[src/rtl/sha256_pkg.sv]
// ============================================================================
// Module      : sha256_pkg
// Description : Shared widths and FSM state encodings for the SHA-256 datapath.
// Revision    : 1.0 - initial release
// ============================================================================
`default_nettype none

package sha256_pkg;

    localparam int c_word_width    = 32;
    localparam int c_default_chunk = 8;

    localparam logic [1:0] c_st_idle = 2'd0;
    localparam logic [1:0] c_st_add  = 2'd1;
    localparam logic [1:0] c_st_done = 2'd2;

endpackage : sha256_pkg

`default_nettype wire

[src/rtl/csa_chunk_adder.sv]
// ============================================================================
// Module      : csa_chunk_adder (with leaf full_adder)
// Description : Combinational CHUNK-bit ripple adder built from full adders.
// Revision    : 1.0 - initial release
// ============================================================================
`default_nettype none

module full_adder (
    input  logic a,
    input  logic b,
    input  logic c_in,
    output logic s,
    output logic c_out
);

    assign s     = a ^ b ^ c_in;
    assign c_out = (a & b) | (c_in & (a ^ b));

endmodule : full_adder

module csa_chunk_adder #(
    parameter int CHUNK = 8
) (
    input  logic [CHUNK-1:0] a,
    input  logic [CHUNK-1:0] b,
    input  logic             c_in,
    output logic [CHUNK-1:0] s,
    output logic             c_out
);

    logic [CHUNK:0] w_c;

    assign w_c[0] = c_in;

    for (genvar gi = 0; gi < CHUNK; gi++) begin : g_bit
        full_adder u_fa (
            .a     (a[gi]),
            .b     (b[gi]),
            .c_in  (w_c[gi]),
            .s     (s[gi]),
            .c_out (w_c[gi+1])
        );
    end

    assign c_out = w_c[CHUNK];

endmodule : csa_chunk_adder

`default_nettype wire

[src/rtl/csa_resolver.sv]
// ============================================================================
// Module      : csa_resolver
// Description : Resolves a carry-save pair into a binary word, CHUNK bits/cycle.
// Revision    : 1.0 - initial release
// ============================================================================
`default_nettype none

module csa_resolver
    import sha256_pkg::*;
#(
    parameter int WIDTH = c_word_width,
    parameter int CHUNK = c_default_chunk
) (
    input  logic             clk,
    input  logic             rst_n,
    input  logic             in_valid,
    output logic             in_ready,
    input  logic [WIDTH-1:0] partial_sum,
    input  logic [WIDTH-1:0] saved_carrys,
    output logic             out_valid,
    input  logic             out_ready,
    output logic [WIDTH-1:0] sum
);

    localparam int c_n     = (CHUNK > 0) ? (WIDTH / CHUNK) : 1;
    localparam int c_idx_w = (c_n > 1) ? $clog2(c_n) : 1;
    localparam logic [c_idx_w-1:0] c_last_idx = c_idx_w'(c_n - 1);

    if (CHUNK < 1) begin : g_chunk_zero
        $error("csa_resolver: CHUNK must be at least 1");
    end else if ((WIDTH % CHUNK) != 0) begin : g_chunk_mismatch
        $error("csa_resolver: WIDTH must be a multiple of CHUNK");
    end

    logic [1:0]         r_state;
    logic [WIDTH-1:0]   r_a;
    logic [WIDTH-1:0]   r_b;
    logic [WIDTH-1:0]   r_sum;
    logic               r_carry;
    logic [c_idx_w-1:0] r_idx;
    logic               r_out_valid;

    logic               w_accept;
    logic [CHUNK-1:0]   w_chunk_a;
    logic [CHUNK-1:0]   w_chunk_b;
    logic [CHUNK-1:0]   w_chunk_s;
    logic               w_chunk_c;
    logic [WIDTH-1:0]   w_b_shifted;
    logic               w_unused_msb;

    assign in_ready  = (r_state == c_st_idle) || ((r_state == c_st_done) && out_ready);
    assign w_accept  = in_valid && in_ready;
    assign out_valid = r_out_valid;
    assign sum       = r_sum;

    // Carry weight is 2^(i+1): the top carry bit falls outside mod 2^WIDTH.
    assign w_b_shifted  = {saved_carrys[WIDTH-2:0], 1'b0};
    assign w_unused_msb = saved_carrys[WIDTH-1];

    assign w_chunk_a = r_a[int'(r_idx) * CHUNK +: CHUNK];
    assign w_chunk_b = r_b[int'(r_idx) * CHUNK +: CHUNK];

    csa_chunk_adder #(
        .CHUNK (CHUNK)
    ) u_chunk_adder (
        .a     (w_chunk_a),
        .b     (w_chunk_b),
        .c_in  (r_carry),
        .s     (w_chunk_s),
        .c_out (w_chunk_c)
    );

    always_ff @(posedge clk or negedge rst_n) begin
        if (!rst_n) begin
            r_state     <= c_st_idle;
            r_a         <= '0;
            r_b         <= '0;
            r_sum       <= '0;
            r_carry     <= 1'b0;
            r_idx       <= '0;
            r_out_valid <= 1'b0;
        end else begin
            case (r_state)
                c_st_idle: begin
                    if (w_accept) begin
                        r_a     <= partial_sum;
                        r_b     <= w_b_shifted;
                        r_carry <= 1'b0;
                        r_idx   <= '0;
                        r_state <= c_st_add;
                    end
                end
                c_st_add: begin
                    r_sum[int'(r_idx) * CHUNK +: CHUNK] <= w_chunk_s;
                    r_carry <= w_chunk_c;
                    if (r_idx == c_last_idx) begin
                        r_idx       <= '0;
                        r_state     <= c_st_done;
                        r_out_valid <= 1'b1;
                    end else begin
                        r_idx <= r_idx + 1'b1;
                    end
                end
                c_st_done: begin
                    // Hold result until the consumer takes it; reload straight away if a pair waits.
                    if (out_ready) begin
                        r_out_valid <= 1'b0;
                        if (in_valid) begin
                            r_a     <= partial_sum;
                            r_b     <= w_b_shifted;
                            r_carry <= 1'b0;
                            r_idx   <= '0;
                            r_state <= c_st_add;
                        end else begin
                            r_state <= c_st_idle;
                        end
                    end
                end
                default: begin
                    r_state     <= c_st_idle;
                    r_out_valid <= 1'b0;
                end
            endcase
        end
    end

endmodule : csa_resolver

`default_nettype wire

[config.mk]
export PLATFORM = sky130hd
export DESIGN_NAME = csa_resolver
export DESIGN_NICKNAME = d
export VERILOG_FILES = /design/src/rtl/sha256_pkg.sv /design/src/rtl/csa_chunk_adder.sv /design/src/rtl/csa_resolver.sv
export SDC_FILE = /design/constraint.sdc
export NUM_CORES = 1
export LEC_CHECK = 0
export BUFFER_PORTS_ARGS = -buffer_cell sky130_fd_sc_hd__buf_2
export CORE_MARGIN = 5
export CORE_UTILIZATION = 55
export CTS_BUF_LIST = sky130_fd_sc_hd__clkbuf_2
export DETAILED_ROUTE_END_ITERATION = 6
export PLACE_DENSITY = 0.88
export SYNTH_ARGS = -nofsm -noshare
export SYNTH_HDL_FRONTEND = slang
export SYNTH_HIERARCHICAL = 1
export SYNTH_SLANG_ARGS = --single-unit
[constraint.sdc]
create_clock -name clk -period 6.97 [get_ports clk]
set_input_delay 1.0455 -clock clk [delete_from_list [all_inputs] [get_ports clk]]
set_output_delay 1.0455 -clock clk [all_outputs]
set_load 0.1 [all_outputs]
After elaboration in Yosys (flattened, before gate mapping)

Cells that the tools add are included.

Bits in registers: 102
Latch bits: 0
Memory bits (writable): 0
ROM bits: 0
Input port bits: 68
Output and inout port bits: 34
Word-level logic and storage cells: 97
Memories kept: 0

Add/sub/neg operators: 2
Multiply operators: 0
Divide/modulo/power cells: 0
Order comparisons: 0
Eq/ne operators: 7
Shift-type cells: 4
Mux-type cells: 26
Bitwise operators: 41
Reductions and logical operators: 10

Operators by type and width:

| operator                | count |
|---|---|
| $mux 32                 | 6 |
| $pmux 32 s2             | 2 |
| $shiftx 32x6->8         | 2 |
| $neg 5->33              | 1 |
| $shift 8x33->32 const A | 1 |
| $shiftx 8x33->32        | 1 |
| $bwmux 32               | 1 |
| $and 1x1->1             | 16 |
| $xor 1x1->1             | 16 |
| $mux 2                  | 7 |
| $pmux 2 s3              | 2 |
| $ne 2x2->1 const B      | 4 |
| $or 1x1->1              | 8 |
| $reduce_and 4->1        | 2 |
| $mux 1                  | 6 |
| $pmux 1 s3              | 2 |
| $reduce_and 3->1        | 2 |
| $eq 2x2->1 const B      | 2 |
| $reduce_bool 3->1       | 1 |
| $add 2x1->2 const B     | 1 |
| $eq 2x1->1 const B      | 1 |
| $logic_and 1x1->1       | 2 |
| $logic_not 2->1         | 1 |
| $reduce_bool 2->1       | 1 |
| 2 further kinds         | 2 |

Depth between registers and ports, before layout

Depth in word-level cells: 19
Gate-level depth with buffers: 14
Mapped depth without buffers: 13

Cells and area by module

Netlist, hierarchy kept.

By module, submodules not included:

| module       | instances | cells each | area each (sq um) | sequential area each (sq um) |
|---|---|---|---|---|
| csa_resolver | 1         | 333        | 4405.5            | 2527.4 |
| full_adder   | 8         | 1          | 20.0              | 0.0 |

Worst setup path after synthesis

No wires, ideal clock.

Kind: flip-flop to flip-flop
Start: reg r_idx[0]
End: reg r_sum[23] (netlist: sum[23])
Setup time: 83 ps
Arrival time: 4840 ps
Data required time: 6887 ps
Slack: 2047 ps
Cell stages (with the launch flop): 14
Buffers on the path: 2
Period minus slack after synthesis: 4923 ps
Cell sequence: dfrtp_1 -> buf_2 -> buf_2 -> mux4_2 -> fa_1 -> fa_1 -> fa_1 -> fa_1 -> fa_1 -> fa_1 -> fa_1 -> fa_1 -> nand2_1 -> o21ai_0

Longest elaborated chain between the ends: 19
Elaborated cells on any way between the ends: 43

RTL lines:

| item                          | line                  | source |
|---|---|---|
| start, declared               | csa_resolver.sv:40    | `logic [c_idx_w-1:0] r_idx;` |
| start signal, assigned        | csa_resolver.sv:101   | `r_idx <= r_idx + 1'b1;` |
| $shiftx 32x6->8 (*)           | csa_resolver.sv:60    | `assign w_chunk_a = r_a[int'(r_idx) * CHUNK +: CHUNK];` |
| net w_chunk_a[0]              | csa_resolver.sv:44    | `logic [CHUNK-1:0] w_chunk_a;` |
| $xor 1x1->1                   | csa_chunk_adder.sv:17 | `assign c_out = (a & b) \| (c_in & (a ^ b));` |
| $and 1x1->1                   | csa_chunk_adder.sv:17 |  |
| $or 1x1->1 (*)                | csa_chunk_adder.sv:17 |  |
| net u_chunk_adder.w_c[1]      | csa_chunk_adder.sv:31 | `logic [CHUNK:0] w_c;` |
| $and 1x1->1 (*)               | csa_chunk_adder.sv:17 |  |
| $or 1x1->1 (*)                | csa_chunk_adder.sv:17 |  |
| net u_chunk_adder.w_c[2]      | csa_chunk_adder.sv:31 |  |
| [2 not listed]                | --                    |  |
| net u_chunk_adder.w_c[3]      | csa_chunk_adder.sv:31 |  |
| [2 not listed]                | --                    |  |
| net u_chunk_adder.w_c[4]      | csa_chunk_adder.sv:31 |  |
| [2 not listed]                | --                    |  |
| net u_chunk_adder.w_c[5]      | csa_chunk_adder.sv:31 |  |
| [2 not listed]                | --                    |  |
| net u_chunk_adder.w_c[6]      | csa_chunk_adder.sv:31 |  |
| $and 1x1->1 (*)               | csa_chunk_adder.sv:17 |  |
| $or 1x1->1 (*)                | csa_chunk_adder.sv:17 |  |
| net u_chunk_adder.w_c[7]      | csa_chunk_adder.sv:31 |  |
| $xor 1x1->1 (*)               | csa_chunk_adder.sv:16 | `assign s = a ^ b ^ c_in;` |
| net w_chunk_s[7]              | csa_resolver.sv:46    | `logic [CHUNK-1:0] w_chunk_s;` |
| $shiftx 8x33->32 (*)          | csa_resolver.sv:94    | `r_sum[int'(r_idx) * CHUNK +: CHUNK] <= w_chunk_s;` |
| $bwmux 32 (*)                 | csa_resolver.sv:94    |  |
| end signal, assigned by index | csa_resolver.sv:94    |  |
| end, declared                 | csa_resolver.sv:38    | `logic [WIDTH-1:0] r_sum;` |

The timed path passes the listed nets; every way through them passes the cells marked *.
A chain may end at the register's enable or synchronous reset.

Worst setup path in the final report

Start: reg r_idx[0]
End: reg r_sum[15] (netlist: sum[15])

The elaborated chain is that of the path after synthesis.

==> results by group <==
Synth
  – Predominant post-synthesis flop cell: dfrtp_1
  – Syn Inst Count: 341
  – Distinct cells, synth: 28
  – Adder-Cell Fraction of Synth Area: 5.15%
  – Xor and xnor area share after synthesis: 0%
  – Synth Area in Simple Gates: 9.07%
  – Mean Syn Cell Area: 13.4 um^2
  – Async SR Flop Fraction: 100%
  – Compound-cell area share of the yosys netlist: 4.63%
  – Seq/Total Area, Yosys: 55.4%
  – Mux contribution to synthesized area: 23.2%
  – EDFF count, synth: 0
  – Synth warn: 6
  – #FFs+latches synth: 101
  – Main combinational cell family by area after synthesis: multiplexers
  – Synth area leaders: dfrtp_1, mux2_2, mux4_2
  – Post-Synthesis Cell Area: 0.00457 mm^2
  – Yosys top cell by area: dfrtp_1
  – Yosys top cell area share: 55.4%
  – Net Count, Synth: 423

Routing
  – Routed WL: 9320 um
  – DRT Pass-1 Iters: 5
  – Routed Antenna Nets: 0
  – Residual DRC: 0
  – Via Count: 2957
  – Routed len/inst: 17.0 um
  – Routed vias/inst: 5.40
  – Starting DRT DRC Count: 125

Worst setup path
  – FF-to-FF path depth: 12
  – Peak fanout along the critical path: 28
  – Critical Path RT: 7.49 ns
  – Critical Path AT: 5.53 ns
  – Crit path from: r_idx[0]
  – Critical Path End Type: flop
  – Startpoint Class: flop
  – WS Path Type: reg2reg
  – Reg-to-reg slack, setup: 1.96 ns
  – Reg2Reg Launch Point: r_idx[0]
  – RR Endpoint: sum[15]
  – Setup crit end: sum[15]

Die
  – Core footprint: 0.00813 mm^2
  – Die width: 101 um
  – Die area: 0.0102 mm^2
  – I/O Pins: 102
  – # rows: 33
  – Starting density of the core: 56.1%
  – Die Y: 101 um

Global routing
  – GR Util All Layers: 19.0%
  – Largest net degree at the start of global routing: 70
  – First-pass GRT wire length: 14800 um
  – Remaining global-route overflow: 0
  – Antenna violations before repair: 2
  – Vias in the first global route: 2978

Clock tree
  – Clk Latency, worst-skew pair: 0.57 ns
  – Root Driver: clkbuf_2
  – Setup bufs post-CTS: 0
  – CTS max path bufs: 2
  – Reg clk slew, reported paths: 0.29 ns
  – CTS tree: built
  – Hold-fix buffers at CTS: 0
  – Htree depth: 3
  – CTS Buf Count: 9
  – CTS sink cnt: 101
  – CTS resizes: 0

Run status
  – Status: completed

STA
  – Clock Skew: 0.0474 ns
  – Fin crit period: 5.01 ns
  – Final Hold Violating Endpoints: 0
  – Highest Clock Rate: 200 MHz
  – Setup violators final: 0
  – RSZ-0062 raised after global routing: false
  – Final period utilization: 71.9%
  – Max-slew violations: 0
  – Tightest Pin Transition: 0.845 ns
  – Max transition margin: 43.6%
  – Setup TNS: 0 ns

Run
  – Max-Cap Viols: 0

Placed design
  – Input/output buffers: 100
  – Global placer's final weighted congestion: 0.833
  – HPWL Detailed: 6930 um

Finish
  – Growth of design area from synthesis to finish: 14.4%
  – Final #Nets: 520
  – N_diodes: 0
  – Layout cells sized above 1: 40.2%
  – Fillers: 628

Hold path
  – HP Class: in2async
cells in the final DEF (no fill, tap or decap), drive strengths merged:
master,n
buf,104
dfrtp,101
nand2,66
mux2,63
o21ai,35
mux4,15
clkbuf,9
fa,8
ha,6
inv,5
nand3b,4
clkinv,4
nand3,3
nor2b,3
nor3b,3
nor2,2
o31ai,2
nor4b,2
mux2i,1
and4bb,1
nand2b,1
or3,1
o21bai,1
a22o,1
a21oi,1
clkinvlp,1
sequential cells by signal, indices dropped and copies added (netlist names):
signal and cells:
r_idx 2, r_carry 1, r_a 32, r_b 31, out_valid 1, r_state 2
sum 32
cell type report:
| cell class | count | area (um^2) | area share [%] |
|---|---|---|---|
| Sequential cell | 101 | 2530 | 48.4 |
| Multi-Input combinational cell | 219 | 1920 | 36.9 |
| Timing Repair Buffer | 104 | 533 | 10.2 |
| Tap cell | 105 | 131 | 2.52 |
| Clock inverter | 7 | 48.8 | 0.935 |
| Clock buffer | 9 | 45.0 | 0.863 |
| Inverter | 3 | 11.3 | 0.216 |
kinds of logic (layout without fill, tap and decap cells):
logic type / after synthesis / after routing
adders and majority gates: 14 / 14
muxes: 79 / 79
and+or+nand+nor: 86 / 86
AOI/OAI and AO/OA: 40 / 40
DFF: 101 / 101
buffers and inverters: 21 / 123
cells in the mapped netlist (all sizes together) (3+ instances only):
library cell,count
dfrtp,101
nand2,66
mux2,63
o21ai,35
mux4,15
buf,13
fa,8
ha,6
clkbuf,5
nand3b,4
inv,3
nand3,3
nor2b,3
nor3b,3
layer usage:
layer	up-vias	GRT usage, %	share of wire [%]
li1	1387	-	-
met1	1455	25.0	41
met2	98	30.7	49
met3	13	5.95	8.6
met4	4	5.21	1.3
met5	-	0	0.23
per-stage QoR:
stage	utilization, %	hold WS, ns	std cells	area (um^2)	setup slack, ns
floorplan	-	0.452	341	4570	2.05
global placement	63.0	0.456	532	5130	1.99
detailed placement	63.0	0.465	532	5130	1.93
CTS	64.2	0.338	548	5220	1.94
global route	64.2	0.332	548	5220	1.73
finish	64.2	0.346	548	5220	1.96
critical path: stages (launching register included):
cell,delay (ns)
dfrtp_1,0.38
buf_4,0.39
mux4_2,0.59
fa_1,0.45
fa_1,0.39
fa_1,0.39
fa_1,0.39
fa_1,0.39
fa_1,0.41
fa_1,0.41
fa_1,0.60
nand2_1,0.07
o21ai_0,0.15
worst min-delay path by stage:
stage / to / cells after the start
final: sum[23] / 1
after global routing: sum[1] / 1
after CTS: sum[1] / 1
after detailed placement: sum[9] / 2
after global placement: sum[0] / 2
after floorplan: r_a[16] / 1
Power is left out: the tool's default activity adds up to more than one toggle a clock period on the data nets, which glitch-free logic cannot reach.
